### src/rtl/exec_ctrl_unit.sv
// K1 execution/control unit: ALU with double-width results, relative branch-target
// calculator and instruction-completion aggregator. Define ALU_DIV_EN to include the divider.
module exec_ctrl_unit #(
  parameter int MOD_SIZE  = 32,
  parameter int COUNTSIZE = 8
) (
  input  logic                    clk,
  input  logic                    reset,
  input  logic [2:0]              aluControl,
  input  logic                    aluEnable,
  input  logic [MOD_SIZE-1:0]     num1,
  input  logic [MOD_SIZE-1:0]     num2,
  output logic [2*MOD_SIZE-1:0]   output1,
  output logic [2*MOD_SIZE-1:0]   output2,
  output logic                    aluDone,
  input  logic [COUNTSIZE-1:0]    currentCount,
  input  logic [2:0]              programNum,
  input  logic                    branchControl,
  input  logic                    branchEnable,
  output logic [COUNTSIZE-1:0]    branchResult,
  output logic                    branchDone,
  input  logic                    jumpDone,
  input  logic                    memWriteDone1,
  input  logic                    memWriteDone2,
  output logic                    doneMuxResult
);

  localparam int RW = 2 * MOD_SIZE;

  localparam logic [2:0] OP_ADD  = 3'd0;
  localparam logic [2:0] OP_SUB  = 3'd1;
  localparam logic [2:0] OP_MUL  = 3'd2;
  localparam logic [2:0] OP_DIV  = 3'd3;
  localparam logic [2:0] OP_AND  = 3'd4;
  localparam logic [2:0] OP_OR   = 3'd5;
  localparam logic [2:0] OP_XOR  = 3'd6;
  localparam logic [2:0] OP_MOVE = 3'd7;

  typedef enum logic [1:0] {S_IDLE, S_EXEC, S_DIV, S_FIN} state_t;

  state_t                r_state, w_state_nxt;
  logic [2:0]            r_op;
  logic [MOD_SIZE-1:0]   r_num1, r_num2;
  logic                  w_accept, w_div_req, w_div_last;
  logic [RW-1:0]         w_a, w_b, w_res1, w_res2;

  // S_EXEC is the write-out cycle of a single-cycle op; a new op may be sampled there too.
  assign w_accept = aluEnable && ((r_state == S_IDLE) || (r_state == S_EXEC));

`ifdef ALU_DIV_EN
  localparam int CW = $clog2(MOD_SIZE);

  logic [MOD_SIZE-1:0]   r_quo, r_dvs, r_rem;
  logic [CW-1:0]         r_cnt;
  logic [MOD_SIZE:0]     w_rem_sh;
  logic [MOD_SIZE-1:0]   w_rem_sub;
  logic                  w_fit;

  assign w_div_req  = (aluControl == OP_DIV);
  assign w_div_last = (r_cnt == CW'(MOD_SIZE - 1));

  // Restoring step; a zero divisor always "fits", giving all-ones quotient and remainder = num1.
  assign w_rem_sh  = {r_rem, r_quo[MOD_SIZE-1]};
  assign w_fit     = (w_rem_sh >= {1'b0, r_dvs});
  assign w_rem_sub = w_rem_sh[MOD_SIZE-1:0] - r_dvs;

  always_ff @(posedge clk) begin
    if (reset) begin
      r_quo <= '0;
      r_dvs <= '0;
      r_rem <= '0;
      r_cnt <= '0;
    end else if (w_accept && w_div_req) begin
      r_quo <= num1;
      r_dvs <= num2;
      r_rem <= '0;
      r_cnt <= '0;
    end else if (r_state == S_DIV) begin
      r_quo <= {r_quo[MOD_SIZE-2:0], w_fit};
      r_rem <= w_fit ? w_rem_sub : w_rem_sh[MOD_SIZE-1:0];
      r_cnt <= r_cnt + 1'b1;
    end
  end
`else
  assign w_div_req  = 1'b0;
  assign w_div_last = 1'b1;
`endif

  always_comb begin
    w_state_nxt = r_state;
    case (r_state)
      S_IDLE, S_EXEC: begin
        if (w_accept) w_state_nxt = w_div_req ? S_DIV : S_EXEC;
        else          w_state_nxt = S_IDLE;
      end
      S_DIV:   if (w_div_last) w_state_nxt = S_FIN;
      S_FIN:   w_state_nxt = S_IDLE;
      default: w_state_nxt = S_IDLE;
    endcase
  end

  always_comb begin
    w_a    = RW'(r_num1);
    w_b    = RW'(r_num2);
    w_res1 = '0;
    w_res2 = '0;
    case (r_op)
      OP_ADD:  w_res1 = w_a + w_b;
      OP_SUB:  w_res1 = w_a - w_b;
      OP_MUL:  w_res1 = w_a * w_b;
      OP_DIV:  w_res1 = '0;
      OP_AND:  w_res1 = w_a & w_b;
      OP_OR:   w_res1 = w_a | w_b;
      OP_XOR:  w_res1 = w_a ^ w_b;
      OP_MOVE: begin
        w_res1 = w_a;
        w_res2 = w_b;
      end
      default: w_res1 = '0;
    endcase
  end

  always_ff @(posedge clk) begin
    if (reset) begin
      r_state <= S_IDLE;
      r_op    <= '0;
      r_num1  <= '0;
      r_num2  <= '0;
      output1 <= '0;
      output2 <= '0;
      aluDone <= 1'b0;
    end else begin
      r_state <= w_state_nxt;
      aluDone <= 1'b0;
      if (w_accept) begin
        r_op   <= aluControl;
        r_num1 <= num1;
        r_num2 <= num2;
      end
      if (r_state == S_EXEC) begin
        output1 <= w_res1;
        output2 <= w_res2;
        aluDone <= 1'b1;
      end
`ifdef ALU_DIV_EN
      else if (r_state == S_FIN) begin
        output1 <= RW'(r_quo);
        output2 <= RW'(r_rem);
        aluDone <= 1'b1;
      end
`endif
    end
  end

  always_ff @(posedge clk) begin
    if (reset) begin
      branchResult <= '0;
      branchDone   <= 1'b0;
    end else begin
      branchDone <= branchEnable;
      if (branchEnable)
        branchResult <= currentCount + COUNTSIZE'(1)
                        + (branchControl ? COUNTSIZE'(programNum) : '0);
    end
  end

  // Sticky completion flags; our own branchDone counts as control-flow resolution.
  logic r_f_ctrl, r_f_w1, r_f_w2;
  logic w_ctrl, w_w1, w_w2;

  assign w_ctrl = r_f_ctrl | branchDone | jumpDone;
  assign w_w1   = r_f_w1 | memWriteDone1;
  assign w_w2   = r_f_w2 | memWriteDone2;

  always_ff @(posedge clk) begin
    if (reset) begin
      r_f_ctrl      <= 1'b0;
      r_f_w1        <= 1'b0;
      r_f_w2        <= 1'b0;
      doneMuxResult <= 1'b0;
    end else if (w_ctrl && w_w1 && w_w2) begin
      r_f_ctrl      <= 1'b0;
      r_f_w1        <= 1'b0;
      r_f_w2        <= 1'b0;
      doneMuxResult <= 1'b1;
    end else begin
      r_f_ctrl      <= w_ctrl;
      r_f_w1        <= w_w1;
      r_f_w2        <= w_w2;
      doneMuxResult <= 1'b0;
    end
  end

endmodule

### config.mk
export PLATFORM = sky130hd
export DESIGN_NAME = exec_ctrl_unit
export DESIGN_NICKNAME = d
export VERILOG_FILES = /design/src/rtl/exec_ctrl_unit.sv
export SDC_FILE = /design/constraint.sdc
export NUM_CORES = 2
export LEC_CHECK = 0
export ABC_CLOCK_PERIOD_IN_PS = 13850
export BUFFER_PORTS_ARGS = -buffer_cell sky130_fd_sc_hd__buf_4
export CORE_ASPECT_RATIO = 0.8
export CORE_UTILIZATION = 50
export CTS_BUF_LIST = sky130_fd_sc_hd__clkbuf_2
export DETAILED_ROUTE_END_ITERATION = 8
export GPL_TIMING_DRIVEN = 0
export HOLD_SLACK_MARGIN = 0.08
export PLACE_DENSITY = 0.67
export SYNTH_ARGS = -nofsm -noshare
export SYNTH_HDL_FRONTEND = slang
export SYNTH_SLANG_ARGS = --single-unit
### constraint.sdc
create_clock -name clk -period 13.85 [get_ports clk]
set_input_delay 1.385 -clock clk [delete_from_list [all_inputs] [get_ports clk]]
set_output_delay 1.385 -clock clk [all_outputs]
set_load 0.01 [all_outputs]
==> results.txt <==
- The final layout contains 6742 nets.
* Critical Path Slowest Stage Cell: sky130_fd_sc_hd__o21ai_0
* Logic depth of the worst path, buffers included: 25
- Final hold analysis gives a worst-case slack of 0.483 ns.
- Summed over all cells, the static leakage comes to 22.4 nW.
- Count of buffers added by post-CTS timing repair for setup: 0
- Shortest clock period the worst path allows after layout: 12.08 ns
- The critical path in this run is classified as reg -> reg.
- TritonCTS built the clock tree.
- Fin Clk Skew: 0.108 ns
- The floorplan step defined a die boundary enclosing 88000 µm².
* Final period util: 0.872
* Fraction of layout cells with a size suffix above 1: 0.0579
- Using the TritonRoute via totals, the vias-per-cell ratio works out to 5.98.
- Count of H-tree levels built during CTS: 4
* Cell type with the highest occurrence count on the critical path: sky130_fd_sc_hd__fa_1
* Die Wd: 331 µm
- Among all flip-flop cells after synthesis, the most frequent one is sky130_fd_sc_hd__dfxtp_1.
* CORE AREA: 85900 µm²
* Maximum single-stage delay on the critical path: 1.15 ns
* Initial antenna violation count: 11
* Overall die height: 266 µm
- Dividing total power by cell area gives a power density of 59.5 nW/µm².
* I/O pins: 225
- DRC violation total after the first TritonRoute iteration: 4624
- Worst path arrival time: 13.01 ns
* Worst Setup Start Kind: flop
* Area delta synth->final: 7.54%
- Final setup fails: 0
- Critical path capture point type: flop
- After technology mapping, the gate count stands at 5149.
- Fin. max-slew vios: 27
* Total of hold buffers inserted after clock tree synthesis: 0
- Sequential area share after synthesis: 0.0826
* Wirelength, routed: 189000 µm
* Count of state elements after synthesis: 179
- Number of vias in the routed layout: 39100
- Final non-filler cell total: 6540
- Clock-pin slew was measured on the worst setup and hold paths at 0.43 ns.
- The initialized floorplan defines 96 standard-cell rows.
* Mean instance size in the synthesized netlist: 8.43 µm²
* Hold-critical path depth: 2
- Total grt overflow: 0
- Hold Vio Cnt, Final: 0
- For this run, asynchronously set or reset flops after synthesis account for 0.
* Number of nets with antenna violations after detailed routing: 0
* Maximum clock frequency: 82.8 MHz
- Worst hold path class: reg -> reg
* Clock insertion delay at the later pin of the skew report: 1.05 ns
- The cell area that synthesis handed to floorplanning was 43400 µm².
- First-pass GRT wire length: 274000 µm
* Number of cells on the worst reg-to-reg path: 25
- Across the run, the number of max-cap violations was 5.
- Largest net degree at the start of global routing: 19
- Global routing usage summed across all routing layers: 0.437
* Gp weighted congestion: 1.11
* CTS max path bufs: 2
- Relative slew slack: -0.0531
- The first detailed-routing pass took 6 iterations.
- EDFF count, synth: 0
- Number of global-route vias before repair: 39100
* Highest fanout seen on the critical path: 9
- Per-cell routed wire length: 28.9 µm
- The netlist uses 89 different library cells.
* Placed cell count: 6500
* Leading cell type in the layout, fill and taps excluded: sky130_fd_sc_hd__inv_1
* Gate family responsible for the most delay along the worst path: adder cells
- Synth warnings: 0
- Failing checks: max-capacitance violations, max-slew violations
* Dpl hpwl: 157000 µm
- Result of the run: complete, but fails checks
- Port buffering added 191 buffers.
- TritonCTS Sinks: 179
- Counting both buffers and inverters, the worst setup path holds a total of 7.
- For this configuration, the core starts out at a cell density of 0.505.
- After detailed routing, the number of remaining DRC violations is 0.
- In this run, post-CTS repair resized a total of 0 instances.
* Transition at the pin with the smallest max-transition slack: 1.57 ns
- The cell sitting at the root of the clock tree is a sky130_fd_sc_hd__clkbuf_2.
- The design draws 2.78 mW.
* Unrepaired setup endpoints after global routing: no
* Worst vdd rail ir drop: 0.137 mV
- Final sum of negative setup slack: 0 ns
- Number of clock buffers inserted by TritonCTS: 17
- Highest-count cells in the layout ignoring fill and taps: 969 x sky130_fd_sc_hd__inv_1, 898 x sky130_fd_sc_hd__fa_1, 729 x sky130_fd_sc_hd__nor2_1, 661 x sky130_fd_sc_hd__nand2_1, 364 x sky130_fd_sc_hd__ha_1
- Across all register-to-register paths, the minimum setup slack is 1.77 ns.
- Required arrival time at the worst endpoint: 14.78 ns
==> per-stage QoR <==
stage / util / setup slack [ns] / area (µm²)
6_report: 0.543 / 1.77 / 46700
3_3_place_gp: 0.540 / 2.61 / 46400
4_1_cts: 0.543 / 2.47 / 46600
3_5_place_dp: 0.540 / 2.62 / 46400
2_1_floorplan: - / 6.29 / 43500
5_1_grt: 0.543 / 1.78 / 46700
==> Yosys cell counts, types with 6 or more instances <==
cell type,instances,area [µm²]
sky130_fd_sc_hd__mux4_2,15,338
sky130_fd_sc_hd__buf_1,51,191
sky130_fd_sc_hd__and3_1,11,68.8
sky130_fd_sc_hd__buf_4,33,248
sky130_fd_sc_hd__a21oi_1,234,1170
sky130_fd_sc_hd__a211oi_1,26,195
sky130_fd_sc_hd__dfxtp_1,179,3580
sky130_fd_sc_hd__nand2b_1,14,87.6
sky130_fd_sc_hd__a22oi_1,52,390
sky130_fd_sc_hd__a311oi_1,8,70.1
sky130_fd_sc_hd__nor2_1,729,2740
sky130_fd_sc_hd__xnor2_1,62,543
sky130_fd_sc_hd__nand4_1,17,106
sky130_fd_sc_hd__a21boi_0,6,45.0
sky130_fd_sc_hd__clkinv_1,17,63.8
sky130_fd_sc_hd__nand2_1,661,2480
sky130_fd_sc_hd__and2_1,8,50.1
sky130_fd_sc_hd__ha_1,364,4550
sky130_fd_sc_hd__o21bai_1,24,180
sky130_fd_sc_hd__o21a_1,13,97.6
sky130_fd_sc_hd__a21o_1,48,360
sky130_fd_sc_hd__fa_1,898,18000
sky130_fd_sc_hd__o22ai_1,16,100
sky130_fd_sc_hd__a221oi_1,13,114
sky130_fd_sc_hd__o221ai_1,12,105
sky130_fd_sc_hd__o311ai_0,6,52.6
sky130_fd_sc_hd__inv_1,969,3640
sky130_fd_sc_hd__nand3_1,25,125
sky130_fd_sc_hd__nor2b_1,17,106
sky130_fd_sc_hd__a31oi_1,22,138
sky130_fd_sc_hd__o31ai_1,8,60.1
sky130_fd_sc_hd__xor2_1,33,289
sky130_fd_sc_hd__o211ai_1,22,165
sky130_fd_sc_hd__nor4_1,15,93.8
sky130_fd_sc_hd__mux2i_1,19,190
sky130_fd_sc_hd__o31a_1,7,61.3
sky130_fd_sc_hd__clkbuf_1,254,953
sky130_fd_sc_hd__a221o_1,18,180
sky130_fd_sc_hd__o21ai_0,90,450
sky130_fd_sc_hd__nor3_1,42,210
==> worst min-delay path: cells and delay by family, from the launching register on <==
kind,cells,cell delay (ns)
simple gates,1,0.05
flops,1,0.39
compound gates,1,0.05
==> routing by layer <==
| metal | track usage | part of all wire | vias up |
|---|---|---|---|
| li1 | - | - | 16200 |
| met1 | 0.572 | 0.38 | 19500 |
| met2 | 0.597 | 0.39 | 2872 |
| met3 | 0.204 | 0.17 | 575 |
| met4 | 0.228 | 0.063 | 18 |
| met5 | 0.0131 | 0.0014 | - |
==> state kept, by name, summed over array words and instances (netlist names), 2 cells and up <==
signal,count
output1,64
output2,32
r_num1,32
r_num2,32
branchResult,8
r_op,3
r_state,2
==> path summary, 6_finish.rpt <==
kind / end / from
setup / recovery: output1[34]$_SDFFE_PP0P_ / r_num2[7]$_SDFFE_PP0P_
hold / removal: output1[12]$_SDFFE_PP0P_ / output1[12]$_SDFFE_PP0P_
setup reg to reg: output1[34]$_SDFFE_PP0P_ / r_num2[7]$_SDFFE_PP0P_
hold reg to reg: output1[12]$_SDFFE_PP0P_ / output1[12]$_SDFFE_PP0P_
==> layout make-up <==
class | count | area (µm²)
Timing Repair Buffer | 195 | 1490
Antenna cell | 7 | 17.5
Buffer | 345 | 1440
Multi-Input combinational cell | 3667 | 34800
Fill cell | 8244 | 39200
Inverter | 989 | 3710
Clock buffer | 17 | 85.1
Clock inverter | 14 | 139
Sequential cell | 179 | 3580
Tap cell | 1127 | 1410
==> report_power, final <==
part	total, mW	leakage, nW	internal (mW)	switching (mW)
logic	1.89	20.8	0.569	1.32
registers	0.574	1.46	0.542	0.0326
clock network	0.319	0.121	0.0556	0.263
==> logic make-up after synthesis <==
kind of cell	count (synthesis)	share of synthesized area
xor+xnor	95	0.0192
fa+ha+maj	1262	0.519
other cells	1	0.0000864
compound gates	671	0.101
mux	36	0.0127
flops	179	0.0826
buf+inv	1334	0.119
simple gates	1571	0.146
(Power assumes the default switching activity.)
